### src/rtl/luks_pkg.sv
// luks_pkg: shared constants for the lux/exposure meter mode controller.
// Holds the menu mode encoding, the press-event encoding, the index width
// and a saturating step helper used by the shutter/aperture index registers.
package luks_pkg;

  localparam int IDX_W = 4;

  // Menu modes, also the encoding seen on the mode output pins
  localparam logic [1:0] MODE_IDLE = 2'd0;
  localparam logic [1:0] MODE_SS   = 2'd1;
  localparam logic [1:0] MODE_F    = 2'd2;
  localparam logic [1:0] MODE_EXP  = 2'd3;

  // Button press classes produced by the classifier
  localparam logic [1:0] EV_NONE   = 2'd0;
  localparam logic [1:0] EV_SHORT  = 2'd1;
  localparam logic [1:0] EV_MEDIUM = 2'd2;
  localparam logic [1:0] EV_LONG   = 2'd3;

  // One saturating step of an index; simultaneous up and down cancel out.
  function automatic logic [IDX_W-1:0] step_idx(input logic [IDX_W-1:0] cur,
                                                input logic             up,
                                                input logic             dn,
                                                input logic [IDX_W-1:0] max_v);
    logic [IDX_W-1:0] nxt;
    nxt = cur;
    if (up && !dn && (cur < max_v))
      nxt = cur + 1'b1;
    else if (dn && !up && (cur != '0))
      nxt = cur - 1'b1;
    return nxt;
  endfunction

endpackage

### src/rtl/luks_pb_classifier.sv
// luks_pb_classifier: turns the raw active-low pushbutton into press events.
// Two-flop synchronizer, debounce counter, then a hold counter that sorts
// each press into short / medium / long.
// Ports:
//   clk, rst_n  clock and asynchronous active-low reset
//   ena         when low every register holds
//   pb_n        raw pushbutton, active low, asynchronous
//   ev          press class (EV_SHORT, EV_MEDIUM, EV_LONG), valid with ev_valid
//   ev_valid    one-cycle strobe qualifying ev
module luks_pb_classifier
  import luks_pkg::*;
#(
  parameter int unsigned DEBOUNCE_CYC = 4,
  parameter int unsigned MEDIUM_CYC   = 200,
  parameter int unsigned LONG_CYC     = 800
) (
  input  logic       clk,
  input  logic       rst_n,
  input  logic       ena,
  input  logic       pb_n,
  output logic [1:0] ev,
  output logic       ev_valid
);

  localparam int DW = $clog2(DEBOUNCE_CYC + 1);
  localparam int HW = $clog2(LONG_CYC + 1);

  logic          sync1;
  logic          sync2;
  logic          db_pressed;
  logic [DW-1:0] db_cnt;
  logic [HW-1:0] hold_cnt;
  logic          sync_pressed;
  logic          db_flip;

  assign sync_pressed = ~sync2;

  // The debounced level flips on the edge of the DEBOUNCE_CYC-th
  // consecutive sample that disagrees with it.
  assign db_flip = (sync_pressed != db_pressed) &&
                   (db_cnt == DW'(DEBOUNCE_CYC - 1));

  // Synchronizer, debounce and hold counter. A release event is produced on
  // the same edge the debounced level returns to released, so it is seen
  // 2 + DEBOUNCE_CYC cycles after the raw edge. A press that already fired
  // a long event leaves hold_cnt saturated, which suppresses the release event.
  always_ff @(posedge clk or negedge rst_n) begin
    if (!rst_n) begin
      sync1      <= 1'b1;
      sync2      <= 1'b1;
      db_pressed <= 1'b0;
      db_cnt     <= '0;
      hold_cnt   <= '0;
      ev         <= EV_NONE;
      ev_valid   <= 1'b0;
    end else if (ena) begin
      sync1    <= pb_n;
      sync2    <= sync1;
      ev       <= EV_NONE;
      ev_valid <= 1'b0;

      if (db_flip) begin
        db_pressed <= sync_pressed;
        db_cnt     <= '0;
      end else if (sync_pressed != db_pressed) begin
        db_cnt <= db_cnt + 1'b1;
      end else begin
        db_cnt <= '0;
      end

      if (db_flip && db_pressed) begin
        hold_cnt <= '0;
        if (hold_cnt < HW'(LONG_CYC)) begin
          ev_valid <= 1'b1;
          ev       <= (hold_cnt < HW'(MEDIUM_CYC)) ? EV_SHORT : EV_MEDIUM;
        end
      end else if (db_pressed && (hold_cnt < HW'(LONG_CYC))) begin
        hold_cnt <= hold_cnt + 1'b1;
        if (hold_cnt == HW'(LONG_CYC - 1)) begin
          ev_valid <= 1'b1;
          ev       <= EV_LONG;
        end
      end
    end
  end

endmodule

### src/rtl/luks_mode_ctrl.sv
// luks_mode_ctrl: menu state machine of the lux/exposure meter.
// Consumes button press events, holds the shutter-speed and f-number
// indices, and sequences the exposure datapath with a start/done handshake
// guarded by a timeout.
// Ports:
//   clk, rst_n      clock and asynchronous active-low reset
//   ena             design enable; low freezes all state
//   pb_n            raw active-low pushbutton
//   adj_up, adj_dn  single-cycle encoder step pulses
//   meas_done       single-cycle datapath completion pulse
//   mode            0=IDLE 1=SS_SEL 2=F_SEL 3=EXP_METER
//   ss_idx, f_idx   shutter-speed and f-number indices
//   meas_start      single-cycle measurement request
//   meas_busy       measurement in flight
//   meas_err        sticky timeout flag, cleared by the next meas_start
module luks_mode_ctrl
  import luks_pkg::*;
#(
  parameter int unsigned DEBOUNCE_CYC = 4,
  parameter int unsigned MEDIUM_CYC   = 200,
  parameter int unsigned LONG_CYC     = 800,
  parameter int unsigned SS_MAX       = 11,
  parameter int unsigned F_MAX        = 9,
  parameter int unsigned SS_DEF       = 6,
  parameter int unsigned F_DEF        = 4,
  parameter int unsigned TIMEOUT_CYC  = 1000
) (
  input  logic             clk,
  input  logic             rst_n,
  input  logic             ena,
  input  logic             pb_n,
  input  logic             adj_up,
  input  logic             adj_dn,
  input  logic             meas_done,
  output logic [1:0]       mode,
  output logic [IDX_W-1:0] ss_idx,
  output logic [IDX_W-1:0] f_idx,
  output logic             meas_start,
  output logic             meas_busy,
  output logic             meas_err
);

  localparam int TW = $clog2(TIMEOUT_CYC + 1);

  logic [1:0]    ev;
  logic          ev_valid;
  logic          start_q;
  logic [TW-1:0] tmo_cnt;

  luks_pb_classifier #(
    .DEBOUNCE_CYC (DEBOUNCE_CYC),
    .MEDIUM_CYC   (MEDIUM_CYC),
    .LONG_CYC     (LONG_CYC)
  ) u_classifier (
    .clk      (clk),
    .rst_n    (rst_n),
    .ena      (ena),
    .pb_n     (pb_n),
    .ev       (ev),
    .ev_valid (ev_valid)
  );

  // The start request is held in start_q while disabled, so an entry pulse
  // that coincides with ena low is delivered once ena comes back.
  assign meas_start = start_q & ena;

  // Handshake first, then adjust (using the pre-transition mode), then the
  // button event; later assignments take priority so entering or leaving
  // EXP_METER overrides whatever the handshake decided this cycle.
  always_ff @(posedge clk or negedge rst_n) begin
    if (!rst_n) begin
      mode      <= MODE_IDLE;
      ss_idx    <= IDX_W'(SS_DEF);
      f_idx     <= IDX_W'(F_DEF);
      start_q   <= 1'b0;
      meas_busy <= 1'b0;
      meas_err  <= 1'b0;
      tmo_cnt   <= '0;
    end else if (ena) begin
      start_q <= 1'b0;

      if (meas_busy) begin
        if (meas_done) begin
          meas_busy <= 1'b0;
          tmo_cnt   <= '0;
        end else if (tmo_cnt == TW'(TIMEOUT_CYC - 1)) begin
          meas_busy <= 1'b0;
          meas_err  <= 1'b1;
          tmo_cnt   <= '0;
        end else begin
          tmo_cnt <= tmo_cnt + 1'b1;
        end
      end

      if (mode == MODE_SS)
        ss_idx <= step_idx(ss_idx, adj_up, adj_dn, IDX_W'(SS_MAX));
      if (mode == MODE_F)
        f_idx <= step_idx(f_idx, adj_up, adj_dn, IDX_W'(F_MAX));

      if (ev_valid) begin
        case (ev)
          EV_LONG: begin
            mode      <= MODE_IDLE;
            ss_idx    <= IDX_W'(SS_DEF);
            f_idx     <= IDX_W'(F_DEF);
            meas_busy <= 1'b0;
            tmo_cnt   <= '0;
          end
          EV_SHORT: begin
            case (mode)
              MODE_IDLE: mode <= MODE_SS;
              MODE_SS:   mode <= MODE_F;
              MODE_F:    mode <= MODE_SS;
              default: begin
                if (!meas_busy) begin
                  start_q   <= 1'b1;
                  meas_busy <= 1'b1;
                  meas_err  <= 1'b0;
                  tmo_cnt   <= '0;
                end
              end
            endcase
          end
          EV_MEDIUM: begin
            if (mode == MODE_EXP) begin
              mode      <= MODE_IDLE;
              meas_busy <= 1'b0;
              tmo_cnt   <= '0;
            end else begin
              mode      <= MODE_EXP;
              start_q   <= 1'b1;
              meas_busy <= 1'b1;
              meas_err  <= 1'b0;
              tmo_cnt   <= '0;
            end
          end
          default: ;
        endcase
      end
    end
  end

endmodule

### config.mk
export PLATFORM = sky130hd
export DESIGN_NAME = luks_mode_ctrl
export DESIGN_NICKNAME = d
export VERILOG_FILES = /design/src/rtl/luks_pkg.sv /design/src/rtl/luks_pb_classifier.sv /design/src/rtl/luks_mode_ctrl.sv
export SDC_FILE = /design/constraint.sdc
export NUM_CORES = 1
export LEC_CHECK = 0
export CAP_MARGIN = 10
export CORE_MARGIN = 5
export CORE_UTILIZATION = 28
export DETAILED_ROUTE_END_ITERATION = 7
export SYNTH_ARGS = -nofsm -noshare
export SYNTH_HDL_FRONTEND = slang
export SYNTH_HIERARCHICAL = 1
export SYNTH_SLANG_ARGS = --single-unit
### constraint.sdc
create_clock -name clk -period 2 [get_ports clk]
set_clock_uncertainty 0.2 [all_clocks]
set_input_delay 0.2 -clock clk [delete_from_list [all_inputs] [get_ports clk]]
set_output_delay 0.2 -clock clk [all_outputs]
set_load 0.01 [all_outputs]
==> run metrics <==
total negative slack=0 ps; Clock Latency Late Sink=300 ps; WHS=296 ps; Post-Syn Nets=286; Max Cap Viol=0; LEAKAGE=1.30 nW; Fill cells=891; Setup WS post-layout=11.3 ps; status=finished clean; Starting Density=29.0%; Post-synth EDFFs=0; wire per inst=12.0 microns; Iter 0 DRT Violations=77; Worst-path clk slew=80 ps; unrepaired setup endpoints after global routing=true; total clock sinks=42; # diodes=0; Pre-antenna DRT Iters=4; Worst VDD drop=361 uV; register area share after synthesis=41.6%; worst setup path class=flop to flop; Seq cells post-synth=42; first-pass GRT wire length=8.76 mm; maximum root-to-sink buffer count=2; initial antenna violation count=0; Final Hold Vio Count=0; root buffer cell=clkbuf_8; Vias=2056; row count=34; Final period util=99.4%; CP Max Fanout=4; Hold Path Class=primary input to asynchronous set/reset pin; gr ovfl total=0; nets@finish=324; number of vias per cell=4.97; top cells by area, synth=dfrtp_1 36%, ha_1 5.9%, dfstp_2 5.2%, nor2_1 4.6%, xnor2_1 4.5%; Crit. End Element=flop; Die W=105 microns; Port Buffer Count=19; fin crit period=1990 ps; TritonCTS Buffers=5; Critical Path Start Type=flop; share of cells above drive strength 1=17.6%; pin count of the biggest net entering global routing=43; WL final=4.98 mm; I/O pin count=20; Post-synth ARST share=100%; Yosys top cell area share=36.5%; vias in the first global route=1922; Die Height=105 microns; core area=8760 sq um; Yosys warning total=6; Mapped Cells=267; Routed Antenna Nets=0; Routability Congestion=0.790; H-tree levels=2; DRC violations left=0; Crit path arrival time=2020 ps; required time worst endpoint=2030 ps; area of the mapped netlist=2540 sq um; Avg Inst Size Synth=9.51 sq um; fmax=0.503 GHz; P&R area growth vs syn=24.1%; placed wire-length estimate=3.58 mm; Die ar.=11100 sq um; P per Cell Area=1030 nW/um^2; area leader, netlist=dfrtp_1; post-synth cell types=56; pin slew with the least headroom to its limit=525 ps; Setup Viol. Count Final=0; worst slack at placement=-3.22 ps; Final Max Slew Viols=0; Relative slew margins=65.0%; CTS tree=built; Most used DFF post-synth=dfrtp_1; Tot GR Track Use=9.36%; fin util=36.0%
sequential cells by signal, summed over array words and instances (netlist names), 2 cells and up:
signal	cells
mode	2
u_classifier/hold_cnt	10
f_idx	4
u_classifier/db_cnt	3
ss_idx	4
u_classifier/ev	2
tmo_cnt	10
routing by layer:
metal	track usage, %	vias to the layer above	wire [microns]
met5	0	-	0
met4	4.38	0	68
met3	1.89	6	133
met2	13.7	20	2220
met1	13.2	993	2560
li1	-	1037	-
metrics by stage:
| step | cell area [sq um] | instances | power (mW) |
|---|---|---|---|
| global route | 3150 | 414 | 3.47 |
| finish | 3150 | 414 | 3.24 |
| floorplan | 2540 | 267 | 1.96 |
| CTS | 3120 | 412 | 3.24 |
| detailed placement | 2960 | 403 | 2.38 |
| global placement | 2960 | 403 | 2.37 |
cell type report:
type                       instances  area, sq um  area share, %
multi-input combinational        202         1410           44.6
clock buffer                       6         82.6           2.62
clock inverter                     2         60.1           1.90
inverter                          15         56.3           1.79
tap                              108          135           4.29
sequential                        42         1060           33.6
timing repair buffer              39          354           11.2
cell families after synthesis:
logic type               after synthesis  share of synthesized area, %
multiplexers                           4                          1.72
XOR/XNOR                              19                          6.55
buffers and inverters                 23                          3.89
flip-flops                            42                          41.6
AND/OR/NAND/NOR                      102                          20.1
AO/OA/AOI/OAI                         65                          20.2
adder cells (fa/ha/maj)               12                          5.91
final timing paths:
check,from,end,slack (ps),cells after the start
max in group asynchronous,rst_n,mode[1]$_DFFE_PN0P_,930,3
worst max register to register,ss_idx[1]$_DFFE_PN1P_,ss_idx[2]$_DFFE_PN1P_,10,8
worst min-delay path,rst_n,f_idx[0]$_DFFE_PN0P_,300,3
min in group clk,start_q$_DFFE_PN0P_,start_q$_DFFE_PN0P_,330,2
worst min register to register,start_q$_DFFE_PN0P_,start_q$_DFFE_PN0P_,330,2
worst max-delay path,ss_idx[1]$_DFFE_PN1P_,ss_idx[2]$_DFFE_PN1P_,10,8
synthesized netlist by cell type (4+ instances only):
cell type,number
ha_1,12
and3_1,4
o22ai_1,4
xnor2_1,13
inv_1,15
nor3_1,5
nand2b_1,5
nor2_1,31
o21ai_0,9
o21ai_2,4
dfrtp_1,37
buf_2,4
nand4_1,6
dfstp_2,5
a21oi_1,14
nand3_1,11
nand2_1,22
xor2_1,6
worst max-delay path, cell delays in order (launching register included):
cell	delay [ps]
dfstp_2	570
inv_1	70
ha_2	180
or3b_1	170
a22oi_2	50
buf_6	140
a2111oi_4	290
xnor2_1	170
nand2_1	80
power by group:
group	switching, mW	total (mW)	internal, mW
combinational	0.533	1.11	0.581
clock	0.297	0.829	0.532
sequential	0.238	1.29	1.06
total	1.07	3.24	2.17
what timing repair did:
| action | 4_1_cts | 5_1_grt |
|---|---|---|
| hold buffers | 1 | 0 |
| resized for setup | 1 | 5 |
| endpoints found under the hold margin | 37 | 0 |
| pin swaps | 0 | 1 |
| buffers inserted | 0 | 2 |
| setup endpoints to repair | 1 | 14 |
cells in the final DEF (no fill, tap or decap), types with 3 or more instances in the layout:
cell,count
dfrtp_1,36
nor2_1,30
nand2_1,22
clkdlybuf4s50_1,18
buf_4,17
inv_1,15
a21oi_1,14
xnor2_1,13
nand3_1,11
ha_1,11
o21ai_0,9
nand4_1,6
xor2_1,6
clkbuf_8,6
nand2b_1,5
dfstp_2,5
and3_1,4
nor3_1,4
o21ai_2,4
o22ai_1,4
and2_1,3
a22o_1,3
o31ai_1,3
mux2_2,3
a211oi_1,3
(Power assumes the default switching activity.)
==> edit, RTL diff (config.mk and constraints unchanged) <==
Compare `tmo_cnt` against `TW'(TIMEOUT_CYC - 1)` with >= in place of ==.
--- a/src/rtl/luks_mode_ctrl.sv
+++ b/src/rtl/luks_mode_ctrl.sv
@@ -84,5 +84,5 @@
           meas_busy <= 1'b0;
           tmo_cnt   <= '0;
-        end else if (tmo_cnt == TW'(TIMEOUT_CYC - 1)) begin
+        end else if (tmo_cnt >= TW'(TIMEOUT_CYC - 1)) begin
           meas_busy <= 1'b0;
           meas_err  <= 1'b1;
Function: no difference found for any inputs over 10 cycles, from zero or initial values and one cycle with rst_n low; that may be too few to reach the edited logic, so the function may still have changed.
==> edit against the original RTL <==
  * Cell area up 5.7%
  * Sequential cell count unchanged
  * Non-clock buffer count up 13
  * Critical path depth down 1
  * Wire length up 19%
  * Synthesized cell count up 9.0%
  * Setup slack better by 30 ps
  * Final cell count up 13%
  * Fmax up 1.5%
  * Via count up 14%
  * Power down 1.5%
  * Area after synthesis up 6.0%
  * Clock power down 35%
  * Largest cell class unchanged
==> edit: results <==
[pwr]
p_switching_mw = 1.195
ir_drop_v = 0.0003144
power.leakage_nw = 1.388

[detailed_routing]
wl_met3_microns = 158
routed-via-count = 2339
wl_per_cell_microns = 12.63
met1Wirelength_microns = 2821
wl_met2_microns = 2893
drt_iter0_markers = 80

[global_routing]
globalRouteMet2Util_pct = 18.56
grt_pass1_wl_microns = 10700
met1_usage_pct = 13.99
grt_pass1_vias = 2354
track_usage_pct = 10.90
met3_usage_pct = 2.328
grt_max_degree = 22

[outcome]
status = "finished, final reports clean"

[setup_path]
cp.arrival_ps = 1970
critPathTopFamily = "compound AO/OA/AOI/OAI gates"
critPathLaunch = "ss_idx[0]$_DFFE_PN0P_"
timing.critical_path.to = "ss_idx[3]$_DFFE_PN0P_"
rrSetupSlack_ps = 40
r2r.worst_path.cells = 7
slowest_delay_ps = 410
slowest_stage = "dfrtp_1"

[place]
place_hpwl_microns = 4501
dp.cells = 457
place_ws_ps = -18.25
placed_area_sq_mm = 0.003187
gp_congestion = 0.8447

[clocking]
h-tree-depth = 2
cts.repair_timing.setup_buffer_count = 1
cts_resized = 0

[logic_synthesis]
synth_common_cells = "37 x dfrtp_1, 22 x inv_1, 20 x nor2_1"
synth_xor_area_share_pct = 2.929
synth_compound_area_share_pct = 24.04
syn_nets = 310
synth_cell_types = 65
synthAdderAreaFrac_pct = 5.579
synthMuxAreaShare_pct = 3.068
syn_inst = 291
synth_edf_count = 0
synthTopCellsByArea = "dfrtp_1 34%, ha_1 5.6%, dfstp_2 4.9%, inv_1 3.1%, nor2_1 2.8%"

[timing]
maxSlewHeadroom_pct = 63.94
timing.hold.ws_ps = 217.5
clock.fmax_mhz = 510.5

[cells_and_area]
fin_cells = 469
drive_gt1_share_pct = 20.59
nNetsFinal = 358
## edit: final cells by class
type | instances | area [sq um]
tap | 129 | 161.4
timing repair buffer | 52 | 439.2
clock inverter | 2 | 10.01
fill | 936 | 5996
multi-input combinational | 216 | 1509
sequential | 42 | 1057
inverter | 22 | 82.58
clock buffer | 6 | 72.57
## edit: kinds of logic (layout without fill, tap and decap cells)
logic type | after synthesis | count (layout)
compound gates | 88 | 88
fa+ha+maj | 12 | 12
flops | 42 | 42
xor+xnor | 9 | 9
mux | 8 | 8
simple gates | 99 | 99
buf+inv | 33 | 82
## edit: power groups by stage
stage / combinational (mW) / clock (mW) / sequential [mW]
final: 1.31 / 0.539 / 1.34
after global routing: 1.47 / 0.588 / 1.39
after CTS: 1.27 / 0.559 / 1.34
after detailed placement: 1.25 / 0 / 1.35
after global placement: 1.22 / 0 / 1.34
after floorplan: 0.777 / 0 / 1.34
